File: src/rtl/grid_board_painter.sv
// Tic-tac-toe board engine: owns cells and mouse cursor, places alternating marks,
// scans lines for a win or draw, and paints grid/marks/cursor through a 1-clk font ROM.
module grid_board_painter #(
  parameter int GRID_N    = 3,
  parameter int CELL_W    = 80,
  parameter int ORIGIN_X  = 150,
  parameter int ORIGIN_Y  = 100,
  parameter int BAR_W     = 2,
  parameter int CURSOR_SZ = 15,
  parameter int SCREEN_W  = 640,
  parameter int SCREEN_H  = 480
) (
  input  logic        clk,
  input  logic        rst_n,
  input  logic        pixel_tick,
  input  logic [9:0]  pix_x,
  input  logic [9:0]  pix_y,
  input  logic [8:0]  mouse_dx,
  input  logic [8:0]  mouse_dy,
  input  logic        mouse_valid,
  input  logic        btn_left,
  input  logic        clear,
  input  logic [7:0]  font_word,
  output logic [10:0] rom_addr,
  output logic [2:0]  rgb,
  output logic        board_on,
  output logic [1:0]  game_state,
  output logic        turn,
  output logic [1:0]  fsm_state
);
  localparam int NC = GRID_N * GRID_N;
  localparam int CW = $clog2(NC);
  localparam int NL = 2 * GRID_N + 2;
  localparam int LW = $clog2(NL);
  localparam int MW = $clog2(NC + 1);
  localparam logic [9:0] GX0 = 10'((CELL_W - 32) / 2);
  localparam logic [9:0] GY0 = 10'((CELL_W - 64) / 2);
  localparam logic [1:0] PLAYING = 2'd0, X_WIN = 2'd1, O_WIN = 2'd2, DRAW = 2'd3;

  typedef enum logic [1:0] {IDLE, SCAN, RESOLVE} fsm_t;
  typedef struct packed {
    logic       in;
    logic       bar;
    logic [2:0] idx;
    logic [9:0] off;
  } axis_t;

  // Maps one coordinate onto the grid: cell index, offset inside the cell, and bar hit.
  function automatic axis_t locate(input logic [10:0] p, input int origin);
    axis_t r;
    int    rel;
    r = '0;
    for (int k = 0; k < GRID_N; k++) begin
      rel = int'(p) - origin - k * CELL_W;
      if (rel >= 0 && rel < CELL_W) begin
        r.in  = 1'b1;
        r.idx = 3'(k);
        r.off = 10'(rel);
        r.bar = (k != 0) && (rel < BAR_W);
      end
    end
    return r;
  endfunction

  function automatic logic [10:0] acc_add(input logic [10:0] a, input logic [8:0] d);
    logic signed [11:0] s;
    s = $signed({a[10], a}) + $signed({{3{d[8]}}, d});
    if (s > 12'sd1023) return 11'h3FF;
    if (s < -12'sd1023) return 11'h401;
    return s[10:0];
  endfunction

  function automatic logic [9:0] cur_move(input logic [9:0] c, input logic [10:0] a, input int lim);
    logic [11:0] s;
    s = {2'b00, c} + {a[10], a};
    if (s[11]) return '0;
    if (s[10:0] > 11'(lim)) return 10'(lim);
    return s[9:0];
  endfunction

  // mouse_valid is a one-clk strobe with no ready: every strobe is absorbed in its clk.
  logic [9:0]  cur_x_q, cur_x_d, cur_y_q, cur_y_d;
  logic [10:0] acc_x_q, acc_x_d, acc_y_q, acc_y_d;
  logic        frame_tick;

  assign frame_tick = pixel_tick && (pix_x == 10'd0) && (pix_y == 10'(SCREEN_H));

  always_comb begin
    cur_x_d = cur_x_q;
    cur_y_d = cur_y_q;
    acc_x_d = acc_x_q;
    acc_y_d = acc_y_q;
    if (frame_tick) begin
      cur_x_d = cur_move(cur_x_q, acc_x_q, SCREEN_W - CURSOR_SZ);
      cur_y_d = cur_move(cur_y_q, acc_y_q, SCREEN_H - CURSOR_SZ);
      acc_x_d = mouse_valid ? {{2{mouse_dx[8]}}, mouse_dx} : '0;
      acc_y_d = mouse_valid ? {{2{mouse_dy[8]}}, mouse_dy} : '0;
    end else if (mouse_valid) begin
      acc_x_d = acc_add(acc_x_q, mouse_dx);
      acc_y_d = acc_add(acc_y_q, mouse_dy);
    end
  end

  logic btn_s1_q, btn_s2_q, btn_prev_q, rise;
  assign rise = btn_s2_q & ~btn_prev_q;

  axis_t hx, hy;
  logic [CW-1:0] hit_cell;
  logic          unused_hit;
  assign hx         = locate({1'b0, cur_x_q} + 11'(CURSOR_SZ / 2), ORIGIN_X);
  assign hy         = locate({1'b0, cur_y_q} + 11'(CURSOR_SZ / 2), ORIGIN_Y);
  assign hit_cell   = CW'(int'(hy.idx) * GRID_N + int'(hx.idx));
  assign unused_hit = ^{hx.off, hy.off};

  fsm_t                state_q, state_d;
  logic [NC-1:0][1:0]  cells_q, cells_d;
  logic [NC-1:0]       win_mask_q, win_mask_d, line_mask;
  logic [LW-1:0]       line_q, line_d;
  logic [MW-1:0]       move_cnt_q, move_cnt_d;
  logic [1:0]          game_state_q, game_state_d;
  logic                turn_q, turn_d, found_q, found_d, winner_q, winner_d;
  logic                x_all, o_all, click_ok;

  // Membership of the line currently under scan: rows, columns, main diag, anti-diag.
  always_comb begin
    line_mask = '0;
    x_all     = 1'b1;
    o_all     = 1'b1;
    for (int r = 0; r < GRID_N; r++) begin
      for (int c = 0; c < GRID_N; c++) begin
        if (int'(line_q) == r || int'(line_q) == GRID_N + c ||
            (int'(line_q) == 2 * GRID_N && r == c) ||
            (int'(line_q) == 2 * GRID_N + 1 && r + c == GRID_N - 1)) begin
          line_mask[r * GRID_N + c] = 1'b1;
          if (cells_q[r * GRID_N + c] != 2'b01) x_all = 1'b0;
          if (cells_q[r * GRID_N + c] != 2'b10) o_all = 1'b0;
        end
      end
    end
  end

  assign click_ok = rise && (game_state_q == PLAYING) && hx.in && hy.in &&
                    !hx.bar && !hy.bar && (cells_q[hit_cell] == 2'b00);

  always_comb begin
    state_d      = state_q;
    cells_d      = cells_q;
    win_mask_d   = win_mask_q;
    line_d       = line_q;
    move_cnt_d   = move_cnt_q;
    game_state_d = game_state_q;
    turn_d       = turn_q;
    found_d      = found_q;
    winner_d     = winner_q;
    case (state_q)
      IDLE: if (click_ok) begin
        cells_d[hit_cell] = {turn_q, ~turn_q};
        turn_d     = ~turn_q;
        move_cnt_d = move_cnt_q + 1'b1;
        line_d     = '0;
        found_d    = 1'b0;
        state_d    = SCAN;
      end
      SCAN: begin
        if (!found_q && (x_all || o_all)) begin
          found_d    = 1'b1;
          winner_d   = o_all;
          win_mask_d = line_mask;
        end
        line_d = line_q + 1'b1;
        if (line_q == LW'(NL - 1)) state_d = RESOLVE;
      end
      RESOLVE: begin
        if (found_q) game_state_d = winner_q ? O_WIN : X_WIN;
        else if (move_cnt_q == MW'(NC)) game_state_d = DRAW;
        else game_state_d = PLAYING;
        state_d = IDLE;
      end
      default: state_d = IDLE;
    endcase
    if (clear) begin
      state_d      = IDLE;
      cells_d      = '0;
      win_mask_d   = '0;
      line_d       = '0;
      move_cnt_d   = '0;
      game_state_d = PLAYING;
      turn_d       = 1'b0;
      found_d      = 1'b0;
      winner_d     = 1'b0;
    end
  end

  // Paint stage 1: classify the pixel and address the font ROM.
  axis_t         lx, ly;
  logic [CW-1:0] pix_cell;
  logic [1:0]    pix_mark;
  logic [9:0]    gdx, gdy;
  logic          in_grid, in_glyph, on_cursor;
  assign lx        = locate({1'b0, pix_x}, ORIGIN_X);
  assign ly        = locate({1'b0, pix_y}, ORIGIN_Y);
  assign pix_cell  = CW'(int'(ly.idx) * GRID_N + int'(lx.idx));
  assign pix_mark  = cells_q[pix_cell];
  assign gdx       = lx.off - GX0;
  assign gdy       = ly.off - GY0;
  assign in_grid   = lx.in && ly.in;
  assign in_glyph  = (lx.off >= GX0) && (lx.off < GX0 + 10'd32) &&
                     (ly.off >= GY0) && (ly.off < GY0 + 10'd64);
  assign on_cursor = (pix_x >= cur_x_q) && ({1'b0, pix_x} < {1'b0, cur_x_q} + 11'(CURSOR_SZ)) &&
                     (pix_y >= cur_y_q) && ({1'b0, pix_y} < {1'b0, cur_y_q} + 11'(CURSOR_SZ));

  logic [10:0] rom_addr_q;
  logic        cursor_q, bar_q, glyph_q, win_q, inside_q;
  logic [2:0]  bit_q;
  logic [2:0]  rgb_q, rgb_d;
  logic        on_q, on_d;

  always_comb begin
    rgb_d = 3'b000;
    on_d  = 1'b0;
    if (cursor_q) begin
      rgb_d = 3'b010;
      on_d  = 1'b1;
    end else if (bar_q) begin
      rgb_d = 3'b011;
      on_d  = 1'b1;
    end else if (glyph_q && font_word[3'd7 - bit_q]) begin
      rgb_d = win_q ? 3'b110 : 3'b111;
      on_d  = 1'b1;
    end else if (inside_q) begin
      on_d  = 1'b1;
    end
  end

  always_ff @(posedge clk or negedge rst_n) begin
    if (!rst_n) begin
      cur_x_q      <= 10'(SCREEN_W / 2);
      cur_y_q      <= 10'(SCREEN_H / 2);
      acc_x_q      <= '0;
      acc_y_q      <= '0;
      btn_s1_q     <= 1'b0;
      btn_s2_q     <= 1'b0;
      btn_prev_q   <= 1'b0;
      state_q      <= IDLE;
      cells_q      <= '0;
      win_mask_q   <= '0;
      line_q       <= '0;
      move_cnt_q   <= '0;
      game_state_q <= PLAYING;
      turn_q       <= 1'b0;
      found_q      <= 1'b0;
      winner_q     <= 1'b0;
      rom_addr_q   <= '0;
      cursor_q     <= 1'b0;
      bar_q        <= 1'b0;
      glyph_q      <= 1'b0;
      win_q        <= 1'b0;
      inside_q     <= 1'b0;
      bit_q        <= '0;
      rgb_q        <= '0;
      on_q         <= 1'b0;
    end else begin
      cur_x_q      <= cur_x_d;
      cur_y_q      <= cur_y_d;
      acc_x_q      <= acc_x_d;
      acc_y_q      <= acc_y_d;
      btn_s1_q     <= btn_left;
      btn_s2_q     <= btn_s1_q;
      btn_prev_q   <= btn_s2_q;
      state_q      <= state_d;
      cells_q      <= cells_d;
      win_mask_q   <= win_mask_d;
      line_q       <= line_d;
      move_cnt_q   <= move_cnt_d;
      game_state_q <= game_state_d;
      turn_q       <= turn_d;
      found_q      <= found_d;
      winner_q     <= winner_d;
      if (pixel_tick) begin
        rom_addr_q <= {(pix_mark == 2'b10) ? 7'h4F : 7'h58, gdy[5:2]};
        cursor_q   <= on_cursor;
        bar_q      <= in_grid && (lx.bar || ly.bar);
        glyph_q    <= in_grid && !lx.bar && !ly.bar && in_glyph && (pix_mark != 2'b00);
        win_q      <= win_mask_q[pix_cell];
        inside_q   <= in_grid;
        bit_q      <= gdx[4:2];
        rgb_q      <= rgb_d;
        on_q       <= on_d;
      end
    end
  end

  assign rom_addr   = rom_addr_q;
  assign rgb        = rgb_q;
  assign board_on   = on_q;
  assign game_state = game_state_q;
  assign turn       = turn_q;
  assign fsm_state  = state_q;

endmodule

File: config.mk
export PLATFORM = sky130hd
export DESIGN_NAME = grid_board_painter
export DESIGN_NICKNAME = d
export VERILOG_FILES = /design/src/rtl/grid_board_painter.sv
export SDC_FILE = /design/constraint.sdc
export NUM_CORES = 1
export LEC_CHECK = 0
export CORE_MARGIN = 1
export CORE_UTILIZATION = 40
export CTS_BUF_LIST = sky130_fd_sc_hd__clkbuf_8
export CTS_CLUSTER_SIZE = 28
export DETAILED_ROUTE_END_ITERATION = 10
export PLACE_DENSITY = 0.62
export SETUP_SLACK_MARGIN = 0.05
export SYNTH_ARGS = -nofsm -noshare
export SYNTH_HDL_FRONTEND = slang
export SYNTH_SLANG_ARGS = --single-unit
File: constraint.sdc
create_clock -name clk -period 8.4 [get_ports clk]
set_input_delay 1.68 -clock clk [delete_from_list [all_inputs] [get_ports clk]]
set_output_delay 1.68 -clock clk [all_outputs]
set_load 0.1 [all_outputs]
==> run summary <==
Distinct cells, synth - 91
final critical-path share of the clock period - 84.2%
Post-synth ARST share - 100%
clk_lat worst skew - 0.40 ns
clk slew on worst S/H paths - 0.12 ns
CP Class - input pin to register
post-route antenna net violation count - 0
Final Core Density - 44.9%
Worst Hold Class - register to register
Comb power frac - 55.0%
Buffers on Ports - 70
wire per inst - 16.4 microns
Finished Cell Area - 12100 sq um
Starting Density - 40.8%
syn_nets - 1506
H-tree depth - 3
CTS buffer count - 9
Most used DFF post-synth - dfrtp_1
hold buffer count at cts - 0
Die ar. - 28200 sq um
first-pass GRT wire length - 48100 microns
Hold Worst Slack - 0.362 ns
Placer Congestion - 0.905
Worst EP required - 8.69 ns
gr usage total - 20.5%
warnings from Yosys - 0
EDFF count, synth - 0
# rows - 60
max_cap viols - 0
type of origin of the critical path - input pin
RSZ-0062 raised after global routing - no
Syn Area/Cell - 8.33 sq um
Leak Pwr - 5.16 nW
setup tns final - 0 ns
Post-Synthesis Cell Area - 11000 sq um
postcts setup bufs - 0
CTS tree - yes
Synth Instances - 1322
total placed instance area - 11900 sq um
status - completed
endpoints failing setup - 0
relative max-transition margin - 23.3%
crit path capture type - register
Die H - 168 microns
clk sinks - 105
switching share of power - 45.2%
# resized after CTS - 0
Final Hold Viols - 0
Worst Tran Pin Value - 1.14 ns
Worst EP arrival - 7.36 ns
1st-pass router iterations - 5
drc violations - 0
layout cells sized above 1 - 6.18%
GRT overflow - 0
Root Buffer - clkbuf_8
Critical Path Fanout Max - 8
VDD IR max - 0.148 mV
internal power - 1.17 mW
vias in the first global route - 9740
Clock Skew - 0.0187 ns
DR vias - 9929
#FFs+latches synth - 105
P&R area growth vs syn - 9.95%
initial antenna violation count - 2
Filler cells - 2657
Clk pwr share - 15.1%
Max clock buf depth - 2
sequential share of power - 30.0%
Core Box Area - 27000 sq um
DR vias/cell - 5.83
Nets - 1539
register area share after synthesis - 23.9%
Final Max Tran Viols - 0
NetSw - 967 uW
PwrDens - 177 nW/um^2
Placed Cells incl. Taps - 1685
Final Critical Period - 7.07 ns
Post-Route WL - 27900 microns
pin count of the biggest net entering global routing - 62
most common cell after layout, fill and taps aside - ha_1
fin cells - 1703
1st-iter DRT viols - 691
commonest cells after routing, fill and taps aside - 127 x ha_1, 103 x a21oi_1, 99 x dfrtp_1
DP Wirelength - 21800 microns
Max Freq - 141 MHz
Chip Width - 168 microns
number of I/O pins - 72
area by class of cell:
type	count	area, sq um	share of cell area [%]
multi-input cells	1064	7730	63.9
flip-flops and latches	105	2640	21.8
repair buffers	76	743	6.14
well taps	341	427	3.53
inverters	99	372	3.07
clock buffers	9	124	1.02
clock inverters	7	65.1	0.538
diodes	2	5.00	0.0414
flip-flops by register name (all words and copies together) (netlist names), 2 cells and up:
signal	flops
cells_q	18
acc_x_q	11
acc_y_q	11
cur_x_q	10
cur_y_q	10
win_mask_q	9
rom_addr	7
move_cnt_q	4
bit_q	3
line_q	3
rgb	3
fsm_state	2
game_state	2
cell families after synthesis:
family	count (synthesis)	share of synthesized area [%]
compound gates	431	26.3
mux	25	3.36
xor+xnor	90	7.29
flops	105	23.9
simple gates	383	17.7
fa+ha+maj	134	15.5
other cells	1	0.0341
buf+inv	153	5.89
cells in the mapped netlist (16+ instances only):
library cell	instances	area, sq um
nor2_1	88	330
ha_1	127	1590
o22ai_1	16	100
a31oi_1	31	194
nor3_1	39	195
nand2b_1	18	113
dfrtp_1	99	2480
nand3_1	38	190
xor2_1	29	254
nor2b_1	17	106
a21oi_1	103	515
inv_1	92	345
or2_2	17	106
xnor2_1	60	526
o21ai_0	81	405
nand2_1	92	345
o32ai_1	16	140
o21a_1	16	120
clkbuf_1	33	124
a21o_1	16	120
worst paths after layout:
check / startpoint / to / slack [ns] / cells past startpoint
min reg2reg: btn_s1_q / btn_s2_q / 0.36 / 0
max reg2reg: cur_y_q[1] / cells_q[4] / 1.72 / 19
max: pix_x[1] / glyph_q / 1.33 / 21
min: btn_s1_q / btn_s2_q / 0.36 / 0
max in group asynchronous: rst_n / acc_y_q[4] / 5.90 / 2
min in group asynchronous: rst_n / line_q[1] / 1.27 / 1
metal layers:
layer	vias up	wire, microns	global-route usage (%)
li1	4974	-	-
met1	4678	12900	26.4
met2	241	13400	35.5
met3	36	1030	2.63
met4	0	563	6.14
met5	-	0	0
power groups by stage:
stage,Clock (mW),Sequential (mW),Combinational (mW)
floorplan,0,0.661,0.898
global placement,0,0.650,1.16
detailed placement,0,0.652,1.18
CTS,0.327,0.642,1.18
global route,0.346,0.655,1.35
finish,0.323,0.642,1.18
stage by stage:
step	setup slack, ns	total power [mW]
after floorplan	2.41	1.56
after global placement	1.22	1.81
after detailed placement	1.04	1.83
after CTS	1.42	2.15
after global routing	0.865	2.35
final	1.33	2.14
critical path, cell delays in order:
cell             delay (ns)
clkdlybuf4s50_1        0.55
ha_1                   0.31
o21ai_1                0.36
xor2_1                 0.34
inv_1                  0.21
ha_1                   0.29
nand2_1                0.09
a211oi_1               0.07
a311o_1                0.27
a32oi_1                0.27
o21bai_1               0.29
nor2b_1                0.37
ha_1                   0.22
ha_1                   0.13
inv_1                  0.04
fa_1                   0.59
nor4b_1                0.48
a22o_1                 0.25
nand2b_1               0.15
nand4_1                0.10
o32ai_1                0.29
Power figures use the tool's default switching activity.
